`src/rtl/wave_pkg.sv`:
```
// Shared definitions for the sample-path serial links: sample width,
// serializer state encoding and the two's-complement to offset-binary map.
package wave_pkg;

  localparam int SAMPLE_W = 16;

  typedef enum logic [1:0] {
    IDLE  = 2'd0,
    SETUP = 2'd1,
    SHIFT = 2'd2,
    HOLD  = 2'd3
  } state_e;

  // Offset-binary is two's-complement with the sign bit inverted, so the
  // most negative code lands on all-zeros and the most positive on all-ones.
  function automatic logic [SAMPLE_W-1:0] to_offset_binary(
    input logic signed [SAMPLE_W-1:0] s
  );
    return {~s[SAMPLE_W-1], s[SAMPLE_W-2:0]};
  endfunction

endpackage

```
`src/rtl/dac_sample_serializer_sclk_tick_gen.sv`:
```
// Free-running divider producing a one-clk tick every CLK_DIV clks; the
// serial link uses each tick as a half-period boundary of its bit clock.
module sclk_tick_gen #(
  parameter int CLK_DIV = 4
) (
  input  logic clk,
  input  logic rst,
  input  logic clear,
  output logic tick
);

  localparam int CW = (CLK_DIV > 1) ? $clog2(CLK_DIV) : 1;

  logic [CW-1:0] count_q;
  logic [CW-1:0] count_d;

  assign tick = (count_q == CW'(CLK_DIV - 1));

  // Wrap on the terminal count; a clear restarts the phase so a new frame
  // always begins with a full half-period.
  always_comb begin
    count_d = count_q + CW'(1);
    if (clear || tick) begin
      count_d = '0;
    end
  end

  // Divider count register.
  always_ff @(posedge clk) begin
    if (rst) begin
      count_q <= '0;
    end else begin
      count_q <= count_d;
    end
  end

endmodule

```
`src/rtl/dac_sample_serializer.sv`:
```
// Final stage of the sample path: accepts one signed sample per frame via
// valid/ready, converts it to offset-binary and shifts it MSB-first to a
// 3-wire serial DAC (sclk idle low, data sampled by the DAC on sclk rise).
module dac_sample_serializer
  import wave_pkg::*;
#(
  parameter int DATA_W  = 16,
  parameter int CLK_DIV = 4
) (
  input  logic                     clk,
  input  logic                     rst,
  input  logic signed [DATA_W-1:0] sample,
  input  logic                     sample_valid,
  output logic                     sample_ready,
  output logic                     dac_sclk,
  output logic                     dac_mosi,
  output logic                     dac_cs_n,
  output logic                     busy
);

  localparam int BW = $clog2(DATA_W + 1);

  state_e            state_q, state_d;
  logic [DATA_W-1:0] shreg_q, shreg_d;
  logic [BW-1:0]     bit_cnt_q, bit_cnt_d;
  logic              sclk_q, sclk_d;
  logic              mosi_q, mosi_d;
  logic              cs_n_q, cs_n_d;
  logic              ready_q, ready_d;
  logic              busy_q, busy_d;

  logic              accept;
  logic              tick;
  logic [DATA_W-1:0] sample_ob;

  assign accept = sample_valid && ready_q;

  if (DATA_W == SAMPLE_W) begin : g_ob_pkg
    assign sample_ob = to_offset_binary(sample);
  end else begin : g_ob_generic
    assign sample_ob = {~sample[DATA_W-1], sample[DATA_W-2:0]};
  end

  sclk_tick_gen #(
    .CLK_DIV(CLK_DIV)
  ) u_tick (
    .clk  (clk),
    .rst  (rst),
    .clear(accept),
    .tick (tick)
  );

  // Frame sequencing. In SHIFT a tick with sclk high is a falling edge
  // (advance to the next bit); a tick with sclk low is a rising edge unless
  // all DATA_W bits have already been clocked out, in which case that
  // half-period closes the frame instead of starting another bit.
  always_comb begin
    state_d   = state_q;
    shreg_d   = shreg_q;
    bit_cnt_d = bit_cnt_q;
    sclk_d    = sclk_q;
    mosi_d    = mosi_q;
    cs_n_d    = cs_n_q;
    unique case (state_q)
      IDLE: begin
        if (accept) begin
          state_d   = SETUP;
          shreg_d   = sample_ob;
          bit_cnt_d = '0;
          sclk_d    = 1'b0;
          mosi_d    = sample_ob[DATA_W-1];
          cs_n_d    = 1'b0;
        end
      end
      SETUP: begin
        mosi_d = shreg_q[DATA_W-1];
        if (tick) begin
          state_d = SHIFT;
          sclk_d  = 1'b1;
        end
      end
      SHIFT: begin
        if (tick) begin
          if (sclk_q) begin
            sclk_d    = 1'b0;
            shreg_d   = {shreg_q[DATA_W-2:0], 1'b0};
            mosi_d    = shreg_q[DATA_W-2];
            bit_cnt_d = bit_cnt_q + BW'(1);
          end else if (bit_cnt_q == BW'(DATA_W)) begin
            state_d = HOLD;
            mosi_d  = 1'b0;
            cs_n_d  = 1'b1;
          end else begin
            sclk_d = 1'b1;
          end
        end
      end
      HOLD: begin
        if (tick) begin
          state_d = IDLE;
        end
      end
      default: state_d = IDLE;
    endcase
    ready_d = (state_d == IDLE);
    busy_d  = (state_d != IDLE);
  end

  // State and registered link outputs; the shift register holds data only
  // and is always overwritten on acceptance, so it carries no reset.
  always_ff @(posedge clk) begin
    shreg_q <= shreg_d;
    if (rst) begin
      state_q   <= IDLE;
      bit_cnt_q <= '0;
      sclk_q    <= 1'b0;
      mosi_q    <= 1'b0;
      cs_n_q    <= 1'b1;
      ready_q   <= 1'b1;
      busy_q    <= 1'b0;
    end else begin
      state_q   <= state_d;
      bit_cnt_q <= bit_cnt_d;
      sclk_q    <= sclk_d;
      mosi_q    <= mosi_d;
      cs_n_q    <= cs_n_d;
      ready_q   <= ready_d;
      busy_q    <= busy_d;
    end
  end

  assign sample_ready = ready_q;
  assign dac_sclk     = sclk_q;
  assign dac_mosi     = mosi_q;
  assign dac_cs_n     = cs_n_q;
  assign busy         = busy_q;

endmodule

```
`config.mk`:
```
export PLATFORM = sky130hd
export DESIGN_NAME = dac_sample_serializer
export DESIGN_NICKNAME = d
export VERILOG_FILES = /design/src/rtl/wave_pkg.sv /design/src/rtl/dac_sample_serializer_sclk_tick_gen.sv /design/src/rtl/dac_sample_serializer.sv
export SDC_FILE = /design/constraint.sdc
export NUM_CORES = 1
export LEC_CHECK = 0
export BUFFER_PORTS_ARGS = -buffer_cell sky130_fd_sc_hd__buf_2
export CAP_MARGIN = 20
export CORE_MARGIN = 5
export CORE_UTILIZATION = 45
export CTS_BUF_LIST = sky130_fd_sc_hd__clkbuf_16
export DETAILED_ROUTE_END_ITERATION = 8
export PLACE_DENSITY = 0.66
export RECOVER_POWER = 25
export SYNTH_ARGS = -nofsm -noshare
export SYNTH_HDL_FRONTEND = slang
export SYNTH_SLANG_ARGS = --single-unit
```
`constraint.sdc`:
```
create_clock -name clk -period 2 [get_ports clk]
set_input_delay 0.3 -clock clk [delete_from_list [all_inputs] [get_ports clk]]
set_output_delay 0.3 -clock clk [all_outputs]
set_load 0.1 [all_outputs]
```
==> results of run 1 <==
[per-stage QoR]
| stage | setup WS (ps) | utilization (%) | std cells | total power, uW |
|---|---|---|---|---|
| after global placement | 249 | 53.7 | 185 | 993 |
| final | 200 | 58.2 | 193 | 1700 |
| after detailed placement | 243 | 53.7 | 185 | 1000 |
| after CTS | 188 | 58.3 | 193 | 1720 |
| after floorplan | 160 | - | 119 | 928 |
| after global routing | 24.6 | 58.2 | 193 | 1770 |
[routing by layer]
| metal | up-vias | track usage (%) | wire length [um] | share of wire (%) |
|---|---|---|---|---|
| met5 | - | 0 | 0 | 0 |
| met4 | 0 | 5.32 | 44 | 1.6 |
| met3 | 6 | 5.99 | 154 | 5.6 |
| met2 | 22 | 22.3 | 1320 | 48 |
| met1 | 489 | 16.8 | 1240 | 45 |
| li1 | 495 | - | - | - |
[cell usage after synthesis, types with 2 or more instances]
master	instances	area, um2
edfxtp_1	16	480
dfxtp_1	14	280
mux2_2	14	158
ha_1	7	87.6
nor2_1	6	22.5
inv_1	5	18.8
nand2_1	5	18.8
nor2b_1	4	25.0
xnor2_1	4	35.0
buf_2	3	15.0
nand3_1	3	15.0
o21ai_0	3	15.0
o21ai_1	3	15.0
a21oi_1	2	10.0
a31oi_1	2	12.5
a32oi_1	2	17.5
mux2i_1	2	20.0
nor4b_2	2	30.0
[registers in the layout, indices dropped and copies added (netlist names)]
| register | count |
|---|---|
| state_q | 2 |
| dac_cs_n | 1 |
| dac_sclk | 1 |
| bit_cnt_q | 5 |
| busy | 1 |
| dac_mosi | 1 |
| sample_ready | 1 |
| u_tick.count_q | 2 |
| shreg_q | 16 |
[worst min path at each step]
stage / end / cells past startpoint / startpoint / slack, ps
6_report: bit_cnt_q[1] / 2 / rst / 270
3_5_place_dp: u_tick.count_q[0] / 1 / u_tick.count_q[0] / 430
4_1_cts: bit_cnt_q[1] / 2 / rst / 260
2_1_floorplan: bit_cnt_q[1] / 1 / rst / 370
5_1_grt: bit_cnt_q[1] / 2 / rst / 290
3_3_place_gp: u_tick.count_q[0] / 1 / u_tick.count_q[0] / 410
[report_power, final]
part / total [uW] / switching, uW / leakage (uW) / internal (uW)
Clock: 710 / 257 / 0.0000672 / 453
Combinational: 245 / 159 / 0.000350 / 85.8
Sequential: 742 / 24.6 / 0.000269 / 717
Total: 1700 / 441 / 0.000686 / 1260
[final cells by class]
type | instances | share of cell area, %
Clock buffer | 5 | 6.93
Tap cell | 44 | 3.05
Clock inverter | 3 | 0.901
Timing Repair Buffer | 26 | 8.18
Inverter | 5 | 1.04
Multi-Input combinational cell | 80 | 37.6
Sequential cell | 30 | 42.3
[logic make-up after synthesis]
logic type,count (synthesis),share of synthesized area [%]
xor gates and xnor gates,4,2.37
and+or+nand+nor,31,13.9
buffers and inverters,9,3.05
adders and majority gates,7,5.92
AOI/OAI and AO/OA,22,11.3
DFF,30,51.4
muxes,16,12.0
[critical path: stages, from the launching register on]
cell      delay, ps
dfxtp_1         330
inv_1           120
ha_1            330
buf_4           260
o211ai_1        130
nor4b_2         300
xnor2_1         160
nor2_1           50
==> metrics.txt, run 1 <==
Clk Latency, worst-skew pair about 270 ps; Post-Syn Area approximately 1500 um2; postcts setup bufs 0; Critical Path AT about 2000 ps; die area 4530 um2; Placement Cell Area 1670 um2; vias in the first global route approximately 1000; Worst Setup EP bit_cnt_q[4]; footprint of the multi-input gates between 600 and 700 um2; CTS tree yes; drt total wl 2760 um; initial antenna violation count 0; initial core utilization a little under half; GP Congestion about 0.8; Avg Cell Area, Syn 12.4 um2; DRT antenna net count 0; fin area approximately 1800 um2; DRC 0; Chip Width 67.3 um; Clock Tree Buf Depth 2; FF-to-FF Start state_q[0]; GRT Total Usage approximately 14%; Via density 5.24; clock sink count 30; # resized after CTS 0; Cell Rows 20; Post-DP HPWL about 1900 um; minimum clock period about 1800 ps; Main synth FF type edfxtp_1; EDFF count, synth 16; fraction of registers with async set/reset 0%; I/O pin count 24; max-cap violations 0; register bit total from synthesis 30; Die H 67.3 um; Fin Hold WS roughly 270 ps; diode count 0; Slew Limit Fails 0; most frequent cells in the layout buf_2 (18), edfxtp_1 (16), mux2_2 (14); reg-to-reg endpoint bit_cnt_q[4]; via count ~1000; Critical Path RT 2150 ps; Final Hold Vio Count 0; TritonCTS Buffers 5; Final Skew between 4 and 5 ps; Worst Setup SP state_q[0]; endpoints failing setup 0; PD cells between 900 and 1000 nW/um2; nets 174; Least-Margin Pin Slew 1160 ps; Fin Setup TNS 0 ps; leakage between 0.0006 and 0.0007 uW; initial DRC count 35; Rel. slew slack 22.8%; PortBufs 23; R2R depth 7; hold buffers post-CTS 0; wire per inst around 14 um; area grow syn2layout 22.1%; Worst setup SP type register; most common cell after layout, fill and taps aside buf_2; first-pass GRT wire length ~4600 um; Crit Path Class register to register; largest net degree at the start of global routing 20; Fmax achieved between 500 and 600 MHz; hold crit path type input port to register; crit path max fanout 12; Worst-path clk slew 50 ps; CTS H-tree depth 2; register cell area after layout between 700 and 800 um2; cells after synthesis roughly 120; final global-route overflow total 0; status finished clean; Root Buffer clkbuf_16; Peak VDD IR between 0.0005 and 0.0006 V; layout cells sized above 1 between 30 and 40%; Pre-antenna DRT Iters 4; Seq/Total Area, Yosys 51.4%; fillcell total ~280; Worst Setup End Kind register; core footprint between 3000 and 4000 um2; Worst R2R Setup Slack between 200 and 250 ps; synth unique cells 40; RSZ-0062 raised after global routing false; final period utilization approximately 90%; yosys warns 0; Net Count, Synth roughly 150
Power figures use the tool's default switching activity.
==> run 2, diff against run 1 <==
- CELL_PAD_IN_SITES_DETAIL_PLACEMENT: unset -> 0
- CELL_PAD_IN_SITES_GLOBAL_PLACEMENT: unset -> 1
- CORE_UTILIZATION: 45 -> 40
- PLACE_DENSITY: 0.66 -> 0.72
==> run 2 against run 1 <==
Compared with the run above: hold slack worse by 8.1 ps; clock-buffer cell count is the same; fmax is 1.9% higher; sequential cell count unchanged; final cell count is 1.6% higher; sequential share of layout area increased by 0.27 points; combinational power barely moved; sequential power hardly changed; via count is 2.8% lower; register-to-register slack improved by 30 ps; critical endpoint is now dac_sclk; largest cell class unchanged; highest routed layer unchanged.
==> metrics.txt, run 2 (synthesis results as in run 1) <==
initial core utilization between 40% and 50%; Chip Width 70.8 um; Fin Hold WS between 200 and 300 ps; max-cap violations 0; status finished clean; Clock Tree Buf Depth 2; Root Buffer clkbuf_16; Final Skew between 2 and 2.5 ps; fin area roughly 1800 um2; via count roughly 980; Fin Setup TNS 0 ps; Critical Path AT around 2000 ps; initial DRC count 56; TritonCTS Buffers 5; GP Congestion just under 0.8; final global-route overflow total 0; placed cells between 150 and 200; Slew Limit Fails 0; Via density approximately 5; leakage just under 0.0007 uW; minimum clock period 1770 ps; Post-DP HPWL ~2000 um; Non-Filler Instances slightly below 200; GRT Total Usage between 10% and 20%; RSZ-0062 raised after global routing false; Worst-path clk slew ~50 ps; Critical Path RT between 2000 and 2500 ps; largest net degree at the start of global routing 23; worst hold start rst; Fmax achieved ~570 MHz; Cell Rows 22; Worst Setup End Kind register; die area roughly 5000 um2; vias in the first global route about 990; nets between 150 and 200; total power 1670 uW; Largest Register shreg_q; postcts setup bufs 0; CTS tree yes; initial antenna violation count 0; DRT antenna net count 0; Worst setup SP type register; drt total wl approximately 2700 um; Peak VDD IR 0.000323 V; DRC 0; Final Hold Vio Count 0; crit path max fanout 22; FF-to-FF Start state_q[0]; wire per inst approximately 14 um; most frequent cells in the layout buf_2 (18), edfxtp_1 (16), mux2_2 (14); first-pass GRT wire length approximately 4700 um; hold buffers post-CTS 0; Placement Cell Area approximately 1700 um2; biggest regs shreg_q: 16 flops, bit_cnt_q: 5 flops; Largest register FFs 16; Rel. slew slack ~23%; area grow syn2layout 21.3%; PortBufs 23; layout cells sized above 1 between 30% and 40%; clock sink count 30; hold crit path type input port to register; I/O pin count 24; Worst Setup SP state_q[0]; Die H between 70 and 80 um; CTS H-tree depth 2; most common cell after layout, fill and taps aside buf_2; Least-Margin Pin Slew approximately 1200 ps; final period utilization a little under 90%; # resized after CTS 0; PD cells about 930 nW/um2; diode count 0; endpoints failing setup 0; core footprint 3630 um2; Crit Path Class register to register; Clk Latency, worst-skew pair ~270 ps; Pre-antenna DRT Iters 5
[run 2: layout make-up]
class                           instances  area (um2)
Clock inverter                          3        12.5
Clock buffer                            5         125
Timing Repair Buffer                   25         141
Sequential cell                        30         763
Multi-Input combinational cell         80         673
Tap cell                               48        60.1
Fill cell                             344        1840
Inverter                                5        18.8
[run 2: final timing paths]
path,depth (start not counted),slack [ps],endpoint
max,7,230,dac_sclk
min,2,260,bit_cnt_q[1]
max reg2reg,7,230,dac_sclk
min reg2reg,1,440,u_tick.count_q[0]
[run 2: critical path: stages (launching register included)]
cell and delay [ps]:
dfxtp_1 370, inv_1 100, ha_1 310, buf_4 260, o21ba_2 230, nor3_1 190, o2111ai_1 140, o21ai_1 90
[run 2: layer usage]
layer  vias to the layer above  wire length [um]  global-route usage, %
met1                       462              1330                   15.5
met5                         -                 0                      0
met4                         0                66                   7.52
met3                         5               113                   3.13
met2                        24              1230                   17.4
li1                        493                 -                      -
[run 2: power breakdown]
group	switching, uW	internal (uW)
registers	25.3	718
logic	159	86.4
clock network	236	447
total	420	1250
[run 2: stage by stage]
| step | utilization (%) | setup slack [ps] |
|---|---|---|
| 4_1_cts | 49.6 | 241 |
| 5_1_grt | 49.4 | 83.3 |
| 3_3_place_gp | 45.8 | 253 |
| 6_report | 49.4 | 234 |
| 3_5_place_dp | 45.8 | 248 |
| 2_1_floorplan | - | 160 |
